### src/rtl/rob_pkg.sv
// Shared types and helpers for the reorder buffer.
package rob_pkg;

  localparam int unsigned ITYPE_W_DEF = 4;
  localparam int unsigned DATA_W_DEF  = 32;

  // Entry layout at the default widths. The buffer itself re-declares this
  // layout with its own ITYPE_W/DATA_W so that the widths stay overridable.
  typedef struct packed {
    logic                   busy;
    logic                   done;
    logic [ITYPE_W_DEF-1:0] itype;
    logic [4:0]             dest;
    logic [DATA_W_DEF-1:0]  value;
  } rob_entry_t;

  // Occupancy between two wrap-bit pointers that are ptr_w bits wide.
  function automatic int unsigned rob_ptr_dist(int unsigned head, int unsigned tail,
                                               int unsigned ptr_w);
    return (tail - head) & ((32'd1 << ptr_w) - 32'd1);
  endfunction

endpackage

### src/rtl/rob_cdb_match.sv
// Priority match of one ROB index against all CDB ports; lowest port wins.
module rob_cdb_match #(
  parameter int unsigned NUM_CDB = 2,
  parameter int unsigned IX_W    = 4,
  parameter int unsigned DATA_W  = 32
) (
  input  logic [IX_W-1:0]           match_ix_in,
  input  logic [NUM_CDB-1:0]        cdb_valid_in,
  input  logic [NUM_CDB*IX_W-1:0]   cdb_ix_in,
  input  logic [NUM_CDB*DATA_W-1:0] cdb_value_in,
  output logic                      hit_out,
  output logic [DATA_W-1:0]         value_out
);

  // Scan ports upward and keep the first hit.
  always_comb begin
    logic found;
    found     = 1'b0;
    value_out = '0;
    for (int unsigned p = 0; p < NUM_CDB; p++) begin
      if (!found && cdb_valid_in[p] && (cdb_ix_in[p*IX_W +: IX_W] == match_ix_in)) begin
        found     = 1'b1;
        value_out = cdb_value_in[p*DATA_W +: DATA_W];
      end
    end
    hit_out = found;
  end

endmodule

### src/rtl/rob_multiport.sv
// Reorder buffer: in-order allocate/commit, multi-port CDB writeback, flush.
// Optional macro ROB_BYPASS_EN: decode lookups also see same-cycle CDB results.
module rob_multiport
  import rob_pkg::*;
#(
  parameter  int unsigned SIZE    = 16,
  parameter  int unsigned NUM_CDB = 2,
  parameter  int unsigned DATA_W  = 32,
  parameter  int unsigned ITYPE_W = ITYPE_W_DEF,
  localparam int unsigned IX_W    = $clog2(SIZE)
) (
  input  logic                      clk_in,
  input  logic                      rst_in,
  input  logic                      issue_valid_in,
  input  logic [ITYPE_W-1:0]        issue_itype_in,
  input  logic [4:0]                issue_dest_in,
  input  logic [DATA_W-1:0]         issue_value_in,
  input  logic                      issue_done_in,
  output logic                      issue_ready_out,
  output logic [IX_W-1:0]           issue_ix_out,
  input  logic [IX_W-1:0]           decode_ix1_in,
  input  logic [IX_W-1:0]           decode_ix2_in,
  output logic [DATA_W-1:0]         decode_value1_out,
  output logic [DATA_W-1:0]         decode_value2_out,
  output logic                      decode_ready1_out,
  output logic                      decode_ready2_out,
  input  logic [NUM_CDB-1:0]        cdb_valid_in,
  input  logic [NUM_CDB*IX_W-1:0]   cdb_ix_in,
  input  logic [NUM_CDB*DATA_W-1:0] cdb_value_in,
  output logic                      commit_valid_out,
  input  logic                      commit_ready_in,
  output logic [ITYPE_W-1:0]        commit_itype_out,
  output logic [4:0]                commit_dest_out,
  output logic [DATA_W-1:0]         commit_value_out,
  output logic [IX_W-1:0]           commit_ix_out,
  input  logic                      flush_in,
  input  logic [IX_W-1:0]           flush_ix_in,
  output logic [IX_W:0]             count_out
);

  typedef struct packed {
    logic               busy;
    logic               done;
    logic [ITYPE_W-1:0] itype;
    logic [4:0]         dest;
    logic [DATA_W-1:0]  value;
  } entry_t;

  logic [IX_W:0]     head_q, head_d, tail_q, tail_d;
  entry_t            entries_q [SIZE];
  entry_t            entries_d [SIZE];

  logic [IX_W-1:0]   head_ix, tail_ix, keep_off;
  logic              full, do_issue, do_commit;
  logic [SIZE-1:0]   squash;
  logic [SIZE-1:0]   cdb_hit;
  logic [DATA_W-1:0] cdb_val [SIZE];

  assign head_ix  = head_q[IX_W-1:0];
  assign tail_ix  = tail_q[IX_W-1:0];
  assign full     = (head_ix == tail_ix) && (head_q[IX_W] != tail_q[IX_W]);
  assign keep_off = flush_ix_in - head_ix;

  assign issue_ready_out  = !full && !flush_in;
  assign issue_ix_out     = tail_ix;
  assign count_out        = (IX_W+1)'(rob_ptr_dist(32'(head_q), 32'(tail_q), IX_W + 1));
  assign commit_valid_out = entries_q[head_ix].busy && entries_q[head_ix].done;
  assign commit_itype_out = entries_q[head_ix].itype;
  assign commit_dest_out  = entries_q[head_ix].dest;
  assign commit_value_out = entries_q[head_ix].value;
  assign commit_ix_out    = head_ix;
  assign do_issue         = issue_valid_in && issue_ready_out;
  assign do_commit        = commit_valid_out && commit_ready_in;

  // One CDB matcher per entry.
  for (genvar g = 0; g < SIZE; g++) begin : g_match
    rob_cdb_match #(.NUM_CDB(NUM_CDB), .IX_W(IX_W), .DATA_W(DATA_W)) u_match (
      .match_ix_in (IX_W'(g)),
      .cdb_valid_in(cdb_valid_in),
      .cdb_ix_in   (cdb_ix_in),
      .cdb_value_in(cdb_value_in),
      .hit_out     (cdb_hit[g]),
      .value_out   (cdb_val[g])
    );
  end

  // Squash = entries whose distance from head lies beyond the surviving entry.
  always_comb begin
    squash = '0;
    for (int unsigned i = 0; i < SIZE; i++) begin
      squash[i] = flush_in && ((IX_W'(i) - head_ix) > keep_off);
    end
  end

  // Next-state for pointers and entries: CDB, squash, commit, then issue.
  always_comb begin
    entries_d = entries_q;
    head_d    = do_commit ? head_q + (IX_W+1)'(1) : head_q;
    if (flush_in) begin
      // Tail is rebuilt from head so the wrap bit follows the surviving span.
      tail_d = head_q + (IX_W+1)'(keep_off) + (IX_W+1)'(1);
    end else if (do_issue) begin
      tail_d = tail_q + (IX_W+1)'(1);
    end else begin
      tail_d = tail_q;
    end
    for (int unsigned i = 0; i < SIZE; i++) begin
      if (cdb_hit[i] && entries_q[i].busy && !squash[i]) begin
        entries_d[i].done  = 1'b1;
        entries_d[i].value = cdb_val[i];
      end
      if (squash[i]) begin
        entries_d[i].busy = 1'b0;
      end
    end
    if (do_commit) begin
      entries_d[head_ix].busy = 1'b0;
    end
    if (do_issue) begin
      entries_d[tail_ix].busy  = 1'b1;
      entries_d[tail_ix].done  = issue_done_in;
      entries_d[tail_ix].itype = issue_itype_in;
      entries_d[tail_ix].dest  = issue_dest_in;
      entries_d[tail_ix].value = issue_value_in;
    end
  end

  // State registers; reset discards every entry.
  always_ff @(posedge clk_in or posedge rst_in) begin
    if (rst_in) begin
      head_q <= '0;
      tail_q <= '0;
      for (int unsigned i = 0; i < SIZE; i++) begin
        entries_q[i] <= '0;
      end
    end else begin
      head_q <= head_d;
      tail_q <= tail_d;
      for (int unsigned i = 0; i < SIZE; i++) begin
        entries_q[i] <= entries_d[i];
      end
    end
  end

`ifdef ROB_BYPASS_EN
  logic              byp1_hit, byp2_hit;
  logic [DATA_W-1:0] byp1_val, byp2_val;

  rob_cdb_match #(.NUM_CDB(NUM_CDB), .IX_W(IX_W), .DATA_W(DATA_W)) u_byp1 (
    .match_ix_in (decode_ix1_in),
    .cdb_valid_in(cdb_valid_in),
    .cdb_ix_in   (cdb_ix_in),
    .cdb_value_in(cdb_value_in),
    .hit_out     (byp1_hit),
    .value_out   (byp1_val)
  );

  rob_cdb_match #(.NUM_CDB(NUM_CDB), .IX_W(IX_W), .DATA_W(DATA_W)) u_byp2 (
    .match_ix_in (decode_ix2_in),
    .cdb_valid_in(cdb_valid_in),
    .cdb_ix_in   (cdb_ix_in),
    .cdb_value_in(cdb_value_in),
    .hit_out     (byp2_hit),
    .value_out   (byp2_val)
  );

  // Decode lookup with same-cycle CDB forwarding onto busy entries.
  always_comb begin
    decode_ready1_out = entries_q[decode_ix1_in].busy && (entries_q[decode_ix1_in].done || byp1_hit);
    decode_ready2_out = entries_q[decode_ix2_in].busy && (entries_q[decode_ix2_in].done || byp2_hit);
    decode_value1_out = (entries_q[decode_ix1_in].busy && byp1_hit) ? byp1_val
                                                                    : entries_q[decode_ix1_in].value;
    decode_value2_out = (entries_q[decode_ix2_in].busy && byp2_hit) ? byp2_val
                                                                    : entries_q[decode_ix2_in].value;
  end
`else
  // Decode lookup from registered entries only.
  always_comb begin
    decode_ready1_out = entries_q[decode_ix1_in].busy && entries_q[decode_ix1_in].done;
    decode_ready2_out = entries_q[decode_ix2_in].busy && entries_q[decode_ix2_in].done;
    decode_value1_out = entries_q[decode_ix1_in].value;
    decode_value2_out = entries_q[decode_ix2_in].value;
  end
`endif

  a_flush_ix_busy: assert property (@(posedge clk_in) disable iff (rst_in)
    flush_in |-> entries_q[flush_ix_in].busy);

endmodule

### config.mk
export PLATFORM = sky130hd
export DESIGN_NAME = rob_multiport
export DESIGN_NICKNAME = d
export VERILOG_FILES = /design/src/rtl/rob_pkg.sv /design/src/rtl/rob_cdb_match.sv /design/src/rtl/rob_multiport.sv
export SDC_FILE = /design/constraint.sdc
export NUM_CORES = 2
export LEC_CHECK = 0
export CORE_ASPECT_RATIO = 0.5
export CORE_UTILIZATION = 38
export DETAILED_ROUTE_END_ITERATION = 6
export PLACE_DENSITY_LB_ADDON = 0.1
export RECOVER_POWER = 25
export SYNTH_ARGS = -nofsm -noshare
export SYNTH_HDL_FRONTEND = slang
export SYNTH_SLANG_ARGS = --single-unit
### constraint.sdc
create_clock -name clk_in -period 22.8 [get_ports clk_in]
set_input_delay 4.56 -clock clk_in [delete_from_list [all_inputs] [get_ports clk_in]]
set_output_delay 4.56 -clock clk_in [all_outputs]
set_load 0.02 [all_outputs]
==> out/metrics.yaml <==
p_total_mw: 8.19
syn_avg_cell_area_um2: 9.91
fmax_mhz: 67.5
worst_path_max_delay_cell: "clkbuf_1"
finalCriticalPeriod_ns: 14.81
die_h_um: 262
maxSlewHeadroom_pct: -435
postRouteAntennaNets: 0
avgRoutedWirePerCell_um: 39.4
min_from: "entries_q[80]"
path_cells: "dlygate4sd3_1, clkinvlp_4, clkbuf_1, clkbuf_1, buf_4, buf_4"
async_flop_share_pct: 100
drtIter0Drc: 8093
avgViaCountPerCell: 7.40
cts.sink_count: 698
synth_area_leader_cell: "dfrtp_1"
synth_flop_cell: "dfrtp_1"
synth_cell_types: 83
initial_core_util_pct: 38.7
grt_pass1_wl_mm: 372
end_kind: "asynchronous set/reset pin"
cp-start-kind: "primary input"
ys_warn_count: 0
status: "finished with violations"
synth_top_area_share_pct: 34.0
firstDrtPassIters: 7
clock_path_buffers: 3
clock_latency_ns: 0.71
multi_input_area_mm2: 0.0307
post-route-period-util_pct: 64.9
synth-edff-count: 0
p_per_area_mw_per_mm2: 143
skew_ns: 0.0252
post-place-ws_ns: 9.78
r2r_start: "head_q[2]"
hp-class: "register to register"
dpl.hpwl_mm: 146
cts_buffers: 76
tightest_slew_ns: 8.02
num_rows: 94
via_count: 50100
fin_ws_ns: 7.99
crit_path_start: "rst_in"
violations: "DRC, capacitance limit, slew limit"
synth_cells: 5182
yosysSeqAreaShare_pct: 34.0
cpPeakStageDelay_ns: 5.50
critPathRequiredTime_ns: 23.46
synth_seq_cells: 698
slew_violations: 364
cts.repair.resized: 0
syn_to_final_growth_pct: 11.9
worstPathArrival_ns: 15.46
netlist_area_mm2: 0.0513
synth_area_leaders: "dfrtp_1 34%, mux4_2 24%, nand2_1 4.7%"
place_area_mm2: 0.0548
finalSetupViolCount: 0
postLayoutCellArea_mm2: 0.0574
antenna_found_initial: 14
drc: 26
path_clk_slew_ns: 0.06
grt_pass1_vias: 48100
cts_setup_buffers: 0
synth_most_common_cell: "dfrtp_1"
grt_max_degree: 149
cts_hold_buf: 0
dp_cells: 6621
cts_tree: "yes"
layout-drive-gt1-share_pct: 20.9
gp_congestion: 0.913
track_usage_pct: 38.5
ff_latch_area_mm2: 0.0175
critPathKind: "primary input to asynchronous set/reset pin"
root_buffer: "clkbuf_16"
portBuffers: 254
synth_fp_nets: 5361
io_pins: 255
overflow: 0
die_x_um: 522
fin_nets: 5102
critPathMaxFanout: 121
finalHoldViolCount: 0
p_leak_nw: 22.1
instances_no_fill: 6772
rsz0062_at_grt: "no"
core_area_mm2: 0.133
cap_violations: 8
ys_top_cells_by_count: "698 x dfrtp_1, 640 x nand2_1, 536 x mux4_2, 526 x clkbuf_1, 440 x nor2_1"
whs_ns: 0.470
fin_setup_tns_ns: 0
wirelength_mm: 267
die_area_mm2: 0.137
final_core_util_pct: 43.2
ir_drop_v: 0.000157
fill_cells: 12500
htree_levels: 3
final timing paths:
check                                         to  slack, ns  cells past startpoint
hold / removal                     entries_q[80]       0.47                      2
setup reg to reg                  entries_q[244]      13.95                     12
max in group clk_in        decode_value1_out[31]       9.79                      6
hold reg to reg                    entries_q[80]       0.47                      2
setup / recovery                   entries_q[75]       7.99                      6
min in group asynchronous         entries_q[529]       7.62                      3
placed cells by master (no fill, tap or decap), drive strengths merged, types with 15 or more instances in the layout:
cell type      netlist  routed
nand4               19      19
mux2i               33      33
a22o                32      32
clkinv               0      22
nand2b              18      18
clkbuf             527     106
a31oi               70      70
a21oi              131     131
nand3              161     161
o21ai              277     277
nand4b              66      66
mux4               536     536
a211oi              40      40
a221oi             197     197
nor2               440     440
o311ai              65      65
a22oi               65      65
a311oi              32      32
buf                187     121
a21o                37      37
clkdlybuf4s50        0     239
o211ai              37      37
ha                  43      43
nand2              640     640
nor3                15      15
xnor2               19      19
inv                239     241
o22ai              226     226
o221ai              36      36
mux2                45      45
o31ai               17      17
o221a               94      94
dfrtp              698     698
state kept, by name, summed over array words and instances, names as in the netlist:
name,count
entries_q,688
head_q,5
tail_q,5
report_power, final:
group	leakage (nW)	switching (mW)	internal, mW	total (mW)
clock	1.26	0.622	0.755	1.38
combinational	12.5	2.31	2.02	4.33
sequential	8.32	0.685	1.80	2.48
cell families (layout without fill, tap and decap cells):
group	Yosys count	in the layout	share of synthesized area (%)
muxes	614	614	25.1
and+or+nand+nor	1433	1433	12.2
DFF	698	698	34.0
xor gates and xnor gates	23	23	0.392
AOI/OAI and AO/OA	1415	1415	19.8
other	0	11	0
buffers and inverters	953	756	7.22
adders and majority gates	46	46	1.16
layout make-up:
cell class                 instances  share of cell area [%]
tap                             1776                    3.87
multi-input combinational       3531                    53.5
sequential                       698                    30.4
antenna                           11                  0.0479
timing repair buffer             377                    6.02
clock inverter                    44                   0.974
clock buffer                      96                    3.60
inverter                         239                    1.57
metal layers:
metal / global-route usage (%) / vias to the layer above / wire (um)
li1: - / 19300 / -
met1: 52.3 / 25500 / 105000
met2: 52.5 / 4513 / 106000
met3: 17.0 / 808 / 42900
met4: 16.8 / 8 / 13000
met5: 0.642 / - / 115
worst max-delay path: cells and delay by family:
| kind | cells | cell delay [ns] |
|---|---|---|
| buf+inv | 6 | 10.62 |
Power figures use the tool's default switching activity.
